`config.mk`:
```
export PLATFORM = sky130hd
export DESIGN_NAME = instruction_fetch
export DESIGN_NICKNAME = d
export VERILOG_FILES = /design/src/rtl/fetch_pkg.sv /design/src/rtl/fetch_queue.sv /design/src/rtl/instruction_fetch.sv
export SDC_FILE = /design/constraint.sdc
export NUM_CORES = 1
export LEC_CHECK = 0
export ABC_AREA = 1
export CAP_MARGIN = 10
export CORE_ASPECT_RATIO = 0.9
export CORE_MARGIN = 5
export CORE_UTILIZATION = 51
export CTS_CLUSTER_DIAMETER = 100
export DETAILED_ROUTE_END_ITERATION = 12
export PLACE_DENSITY = 0.79
export SETUP_SLACK_MARGIN = 0.4
export SLEW_MARGIN = 20
export SYNTH_ARGS = -nofsm -noshare
export SYNTH_HDL_FRONTEND = slang
export SYNTH_SLANG_ARGS = --single-unit
```
`constraint.sdc`:
```
create_clock -name clock -period 2.5 [get_ports clock]
set_input_delay 0.5 -clock clock [delete_from_list [all_inputs] [get_ports clock]]
set_output_delay 0.5 -clock clock [all_outputs]
set_load 0.05 [all_outputs]
```
`src/rtl/fetch_pkg.sv`:
```
// fetch_pkg: shared types and constants for the instruction fetch stage
package fetch_pkg;
   typedef enum logic [1:0] {IDLE, REQ, DRAIN} fetch_state_e;
   localparam int INSTR_BYTES = 4;
   localparam logic [31:0] ALIGN_MASK = 32'hFFFF_FFFC;
   typedef struct packed {
      logic [31:0] pc;
      logic [31:0] instr;
   } fetch_entry_t;
endpackage

```
`src/rtl/fetch_queue.sv`:
```
// fetch_queue: synchronous FIFO of fetched {pc, instr} entries with flush
module fetch_queue
   import fetch_pkg::*;
#(
   parameter int DEPTH = 2
) (
   input  logic                   clock,
   input  logic                   reset_n,
   input  logic                   flush,
   input  logic                   push,
   input  logic                   pop,
   input  fetch_entry_t           wr_entry,
   output fetch_entry_t           rd_entry,
   output logic [$clog2(DEPTH):0] count,
   output logic                   empty,
   output logic                   full
);
   localparam int AW = $clog2(DEPTH);
   fetch_entry_t  mem [DEPTH];
   logic [AW-1:0] wr_ptr, rd_ptr;
   assign rd_entry = mem[rd_ptr];
   assign empty = count == '0;
   assign full = count == (AW+1)'(DEPTH);
   // pointers wrap naturally since DEPTH is a power of two; flush leaves data untouched
   always_ff @(posedge clock or negedge reset_n)
      if (!reset_n) begin
         wr_ptr <= '0;
         rd_ptr <= '0;
         count <= '0;
         for (int i = 0; i < DEPTH; i++) mem[i] <= '0;
      end else if (flush) begin
         wr_ptr <= '0;
         rd_ptr <= '0;
         count <= '0;
      end else begin
         if (push) mem[wr_ptr] <= wr_entry;
         wr_ptr <= wr_ptr + AW'(push);
         rd_ptr <= rd_ptr + AW'(pop);
         count <= count + (AW+1)'(push) - (AW+1)'(pop);
      end
endmodule

```
`src/rtl/instruction_fetch.sv`:
```
// instruction_fetch: paced PC sequencing, one outstanding imem read, queued delivery to decode
module instruction_fetch
   import fetch_pkg::*;
#(
   parameter logic [31:0] RESET_PC = 32'h0000_0000,
   parameter int QUEUE_DEPTH = 2
) (
   input  logic        clock,
   input  logic        reset_n,
   input  logic        redirect_valid,
   input  logic [31:0] redirect_pc,
   output logic        imem_req,
   output logic [31:0] imem_addr,
   input  logic        imem_ack,
   input  logic [31:0] imem_rdata,
   output logic        inst_valid,
   input  logic        inst_ready,
   output logic [31:0] inst_data,
   output logic [31:0] inst_pc,
   output logic [31:0] fetch_pc
);
   localparam int CW = $clog2(QUEUE_DEPTH) + 1;
   localparam logic [CW-1:0] LAST = CW'(QUEUE_DEPTH - 1);
   fetch_state_e  state, state_nxt;
   logic [31:0]   fetch_pc_nxt, addr_nxt, target, pc_inc;
   logic          push, pop, empty, full, more;
   logic [CW-1:0] count;
   fetch_entry_t  head;
   assign target = redirect_pc & ALIGN_MASK;
   assign pc_inc = fetch_pc + 32'(INSTR_BYTES);
   assign imem_req = state != IDLE;
   assign push = imem_ack && state == REQ && !redirect_valid;
   assign pop = inst_valid && inst_ready && !redirect_valid;
   assign more = pop || count < LAST;
   assign inst_valid = !empty;
   assign inst_data = head.instr;
   assign inst_pc = head.pc;
   fetch_queue #(.DEPTH(QUEUE_DEPTH)) u_queue (
      .clock    (clock),
      .reset_n  (reset_n),
      .flush    (redirect_valid),
      .push     (push),
      .pop      (pop),
      .wr_entry ('{pc: imem_addr, instr: imem_rdata}),
      .rd_entry (head),
      .count    (count),
      .empty    (empty),
      .full     (full)
   );
   // next fetch state: redirect wins; a new request only goes out when a queue slot is guaranteed
   always_comb begin
      state_nxt = state;
      fetch_pc_nxt = fetch_pc;
      addr_nxt = imem_addr;
      if (redirect_valid) begin
         fetch_pc_nxt = target;
         state_nxt = (state == IDLE || imem_ack) ? REQ : DRAIN;
         addr_nxt = state_nxt == REQ ? target : imem_addr;
      end else if (state == IDLE) begin
         state_nxt = full ? IDLE : REQ;
         addr_nxt = fetch_pc;
      end else if (imem_ack && state == REQ) begin
         fetch_pc_nxt = pc_inc;
         addr_nxt = pc_inc;
         state_nxt = more ? REQ : IDLE;
      end else if (imem_ack) begin
         state_nxt = REQ;
         addr_nxt = fetch_pc;
      end
   end
   // state, fetch PC and request address registers
   always_ff @(posedge clock or negedge reset_n)
      if (!reset_n) begin
         state <= IDLE;
         fetch_pc <= RESET_PC;
         imem_addr <= RESET_PC;
      end else begin
         state <= state_nxt;
         fetch_pc <= fetch_pc_nxt;
         imem_addr <= addr_nxt;
      end
endmodule

```
== Word-level counts from Yosys, hierarchy flattened ==
Cells that the tools add are included.
W data, S select, Z words.

* Register bits: 198
* Latch bits: 0
* Memory bits (writable): 0
* Memory bits (read-only): 0
* Input port bits: 69
* Output and inout port bits: 130
* Word-level logic and storage cells: 68
* Memories: 0

* $add $sub $neg: 5
* $mul: 0
* Div/mod/pow operators: 0
* Order comparisons: 4
* Equality and inequality tests: 5
* Shift-type cells: 0
* Muxes and demuxes: 24
* Bitwise gates (word level): 3
* Reductions and logical operators: 17

{| class="wikitable"
|+ Operators by type and width
! operator !! number
|-
| $mux W32 || 8
|-
| $mux W64 || 4
|-
| $bwmux W128 || 1
|-
| $demux W64 S1 || 1
|-
| $add A32 B3 Y32 const B || 1
|-
| $mux W2 || 6
|-
| $reduce_and A2 Y1 || 3
|-
| $logic_and A1 B1 Y1 || 5
|-
| $eq A2 B1 Y1 const B || 2
|-
| $ge A2 B2 Y1 const B || 2
|-
| $logic_not A2 Y1 || 2
|-
| $lt A2 B1 Y1 const B || 2
|-
| $mux W1 || 4
|-
| $not A1 Y2 || 2
|-
| $reduce_bool A2 Y1 || 2
|-
| $reduce_bool A4 Y1 || 1
|-
| $add A1 B1 Y1 || 2
|-
| $add A2 B1 Y2 || 1
|-
| $eq A2 B2 Y1 const B || 1
|-
| $logic_not A1 Y1 || 2
|-
| $logic_or A1 B1 Y1 || 2
|-
| $ne A2 B1 Y1 const B || 1
|-
| $ne A2 B2 Y1 const B || 1
|-
| $sub A2 B1 Y2 || 1
|-
| $not A1 Y1 || 1
|}

== Longest topological paths before layout ==
* Word-level depth: 9
* Depth in mapped cells: 12
* Mapped depth without buffers: 12

== By module ==
From an unflattened synthesis, not the netlist that was laid out.

* Cells, all modules: 1088
* Area, all modules: 9684.3 um^2

{| class="wikitable"
|+ Modules (own cells, without submodules)
! module !! times used !! cells each !! area an instance (um^2) !! seq. area each (um^2)
|-
| fetch_queue || 1 || 574 || 6062.1 || 3303.2
|-
| instruction_fetch || 1 || 514 || 3622.2 || 1576.5
|}

== Worst setup path before layout ==
OpenSTA, ideal clock, no wires.

* Path kind: flip-flop to output port
* Start: register u_queue.rd_ptr
* End: output port inst_pc[1]
* Arrival: 2202 ps
* Required time: 2000 ps
* Slack: -202 ps
* Stages on the path, launching flop included: 5
* Path buffers: 3
* Path through: dfrtp_1 buf_2 clkbuf_1 o21ai_0 buf_4

* Longest elaborated chain between the ends: 4

{| class="wikitable"
|+ RTL lines
! element !! RTL line !! RTL
|-
| start, declared || fetch_queue.sv:20 || <nowiki>logic [AW-1:0] wr_ptr, rd_ptr;</nowiki>
|-
| start signal, assigned || fetch_queue.sv:38 || <nowiki>rd_ptr <= rd_ptr + AW'(pop);</nowiki>
|-
| $not A1 Y2 (not written as such) || fetch_queue.sv:21 || <nowiki>assign rd_entry = mem[rd_ptr];</nowiki>
|-
| $mux W64 (not written as such) (3 in series) || fetch_queue.sv:21 ||
|-
| end, declared || instruction_fetch.sv:19 || <nowiki>output logic [31:0] inst_pc,</nowiki>
|}

Every way passes these cells. The select of a mux whose other input is x is not followed.

== Worst setup path after layout ==
* Start: register u_queue.rd_ptr
* End: output port inst_pc[18]

The elaborated chain is that of the path after synthesis.

==> run_results.csv <==
group,metric,value,unit
logic_synthesis,synth-simple-area-share,0.200,
power,power.leakage,6.40,nW
power,power.density,1000,nW/um^2
die,ios,199,
routing,wl_met3,2140,um
logic_synthesis,synth_seq_cells,193,
worst_setup_path,path_class,"reg2out",
logic_synthesis,synth_compound_area_frac,0.104,
placement,dp_cells,1486,
die,fp.coreArea,17700,um^2
routing,num_vias,8147,
die,die_w,152,um
clocking,clock_sinks,193,
die,dieArea,20900,um^2
logic_synthesis,synth_fa_ha_area_frac,0.00678,
sta,max_clock_freq,454,MHz
clocking,hold_buffers,0,
routing,drc,0,
layout,nFillCells,1257,
die,die_height,138,um
layout,seqCellArea,4830,um^2
logic_synthesis,synth_area_leaders,"dfrtp_1, nand2_1, o21ai_0, mux2_2, inv_1",
logic_synthesis,syn_inst,1086,
sta,finalCritPeriodShare,0.882,
layout,drive_above_1_share,0.260,
clocking,cts_tree,"done",
clocking,htreeDepth,4,
die,num_rows,46,
layout,multiInputGateArea,4240,um^2
sta,slew_headroom,0.632,
logic_synthesis,ys_seq_area_frac,0.524,
grt,grt_pass1_wl,42000,um
logic_synthesis,synth_top_family_by_area,"simple AND/OR/NAND/NOR gates",
worst_setup_path,r2r_cells,10,
logic_synthesis,synth_cell_types,36,
sta,hold-worst-slack,0.0266,ns
layout,final_util,0.758,
layout,syn2layout_area_growth,45.8,%
routing,totalWireLength,27100,um
power,ir_worst_vdd,0.000748,V
worst_setup_path,critPathMaxFanout,4,
routing,top_layer,"met4",
routing,wl_met1,11100,um
sta,rsz0062_at_grt,"yes",
grt,grt_util_all_layers,0.259,
routing,drtAntennaViolNets,0,
logic_synthesis,synthXorXnorAreaFrac,0.00841,
sta,finalMaxSlewViolations,0,
die,initial_core_util,0.520,
clocking,clockBufferDepth,2,
worst_setup_path,cp-end-kind,"output pin",
grt,overflow,0,
clocking,insertion_delay,0.43,ns
logic_synthesis,yosys_warnings,0,
layout,final_cells,1537,
placement,hpwlAfterDp,17500,um
routing,wl_met2,13400,um
logic_synthesis,synth_top_area_frac,0.524,
sta,worst_slew_pin_slew,0.555,ns
grt,grt_pass1_vias,8179,
routing,drtPass1Iterations,5,
sta,tns,0,ns
sta,final-setup-viol-count,0,
clocking,numCtsBuffers,17,
worst_setup_path,required,2.00,ns
logic_synthesis,avgSynthCellArea,8.49,um^2
sta,finClkSkew,0.00802,ns
placement,gp_congestion,0.885,
routing,wl_per_cell,17.6,um
grt,antenna_found_initial,0,
clocking,root_buffer,"clkbuf_16",
sta,fin_crit,2.20,ns
routing,vias_per_cell,5.30,
grt,grt_max_degree,60,
clocking,clk_pin_slew,0.07,ns
logic_synthesis,synth.largest_area_cell,"dfrtp_1",
outcome,status,"finished clean",
routing,drt_iter0_drc,591,
sta,hold_violations,0,
flow_run,cap_viol_max_count,0,
logic_synthesis,muxShareOfSynthArea,0.0708,
layout,diodes,0,
worst_setup_path,cp.arrival,1.70,ns
placement,placed_cell_area,11900,um^2
logic_synthesis,syn-cell-area,9220,um^2
worst_setup_path,start_kind,"flip-flop",
layout,nets,1358,
layout,finish.instance_area,13400,um^2
min_path,hp-class,"in2async",
placement,numPortBuffers,194,
-- layout by cell type, fill, tap and decap left out, drive strengths merged, types with 2 or more instances in the layout --
master         synthesis  routed
nand2                326     326
dfrtp                193     193
inv                  143     147
o21ai                146     146
buf                   27      99
nor2                  72      72
clkdlybuf4s50          0      65
dlygate4sd2            0      62
mux2                  58      58
nand3                 36      36
clkbuf                27      24
a21oi                 18      18
o22ai                  7       7
clkinvlp               0       5
xor2                   5       5
ha                     5       5
a22o                   4       4
nor3                   3       3
xnor2                  3       3
clkinv                 0       3
a31oi                  2       2
nand4                  2       2
o21bai                 2       2
o211ai                 2       2
conb                   1       2
-- where the power goes --
part	total [W]	switching (W)	internal (W)
clock network	0.00265	0.00126	0.00139
logic	0.00621	0.00372	0.00249
registers	0.00461	0.000608	0.00400
total	0.0135	0.00558	0.00789
-- through the flow --
stage	setup slack [ns]	power, W
floorplan	0.211	0.00772
global placement	0.249	0.00996
detailed placement	0.119	0.0101
CTS	0.239	0.0131
global route	0.241	0.0141
finish	0.296	0.0135
-- critical path, stage by stage (launching register included) --
cell and delay (ns):
dfrtp_4 0.49, buf_6 0.14, buf_8 0.13, buf_6 0.12
buf_16 0.13, nand2_4 0.05, o21ai_2 0.05, buf_6 0.16
-- cells by family (layout without fill, tap and decap cells) --
| family | count (synthesis) | after routing |
|---|---|---|
| muxes | 58 | 58 |
| buffers and inverters | 197 | 407 |
| DFF | 193 | 193 |
| adders and majority gates | 5 | 5 |
| and+or+nand+nor | 441 | 441 |
| xor gates and xnor gates | 8 | 8 |
| other | 1 | 2 |
| AOI/OAI and AO/OA | 183 | 183 |
-- state kept, by name (all words and copies together), names as in the netlist --
signal,flops
state,2
u_queue.count,2
u_queue.mem,126
fetch_pc,30
u_queue.rd_ptr,1
u_queue.wr_ptr,1
imem_addr,31
-- layout make-up --
cell class	instances	area share
Sequential cell	193	0.360
Multi-Input combinational cell	697	0.315
Timing Repair Buffer	232	0.221
Inverter	143	0.0399
Clock buffer	19	0.0322
Tap cell	240	0.0223
Clock inverter	13	0.00968
-- synth_stat cells (all sizes together) --
| cell type | number |
|---|---|
| o22ai | 7 |
| a22oi | 1 |
| conb | 1 |
| a22o | 4 |
| o32ai | 1 |
| o21ai | 146 |
| nor2 | 72 |
| xor2 | 5 |
| o211ai | 2 |
| nand2 | 326 |
| ha | 5 |
| or2 | 1 |
| o21bai | 2 |
| clkbuf | 27 |
| xnor2 | 3 |
| and2 | 1 |
| buf | 27 |
| inv | 143 |
| mux2 | 58 |
| dfrtp | 193 |
| a31oi | 2 |
| a21oi | 18 |
| nand3 | 36 |
| nor3 | 3 |
| nand4 | 2 |
-- repair_timing --
item,4_1_cts,5_1_grt
buffers inserted,10,1
pin swaps,2,14
gates resized for setup,194,94
endpoints found under the setup margin,128,65
gates cloned,5,3
-- final timing paths --
check,start,to,slack [ns]
min in group clock,u_queue.mem[49],u_queue.mem[49],0.51
max in group asynchronous,reset_n,u_queue.mem[80],1.78
worst max-delay path,u_queue.rd_ptr,inst_pc[18],0.30
worst max register to register,fetch_pc[2],imem_addr[18],0.64
worst min register to register,u_queue.mem[49],u_queue.mem[49],0.51
worst min-delay path,reset_n,fetch_pc[22],0.03
-- metal layers --
| layer | up-vias | global-route usage |
|---|---|---|
| met5 | - | 0 |
| li1 | 3823 | - |
| met4 | 0 | 0.0783 |
| met2 | 310 | 0.424 |
| met1 | 3974 | 0.344 |
| met3 | 40 | 0.0645 |
No activity file was read; power rests on OpenSTA's default activity.
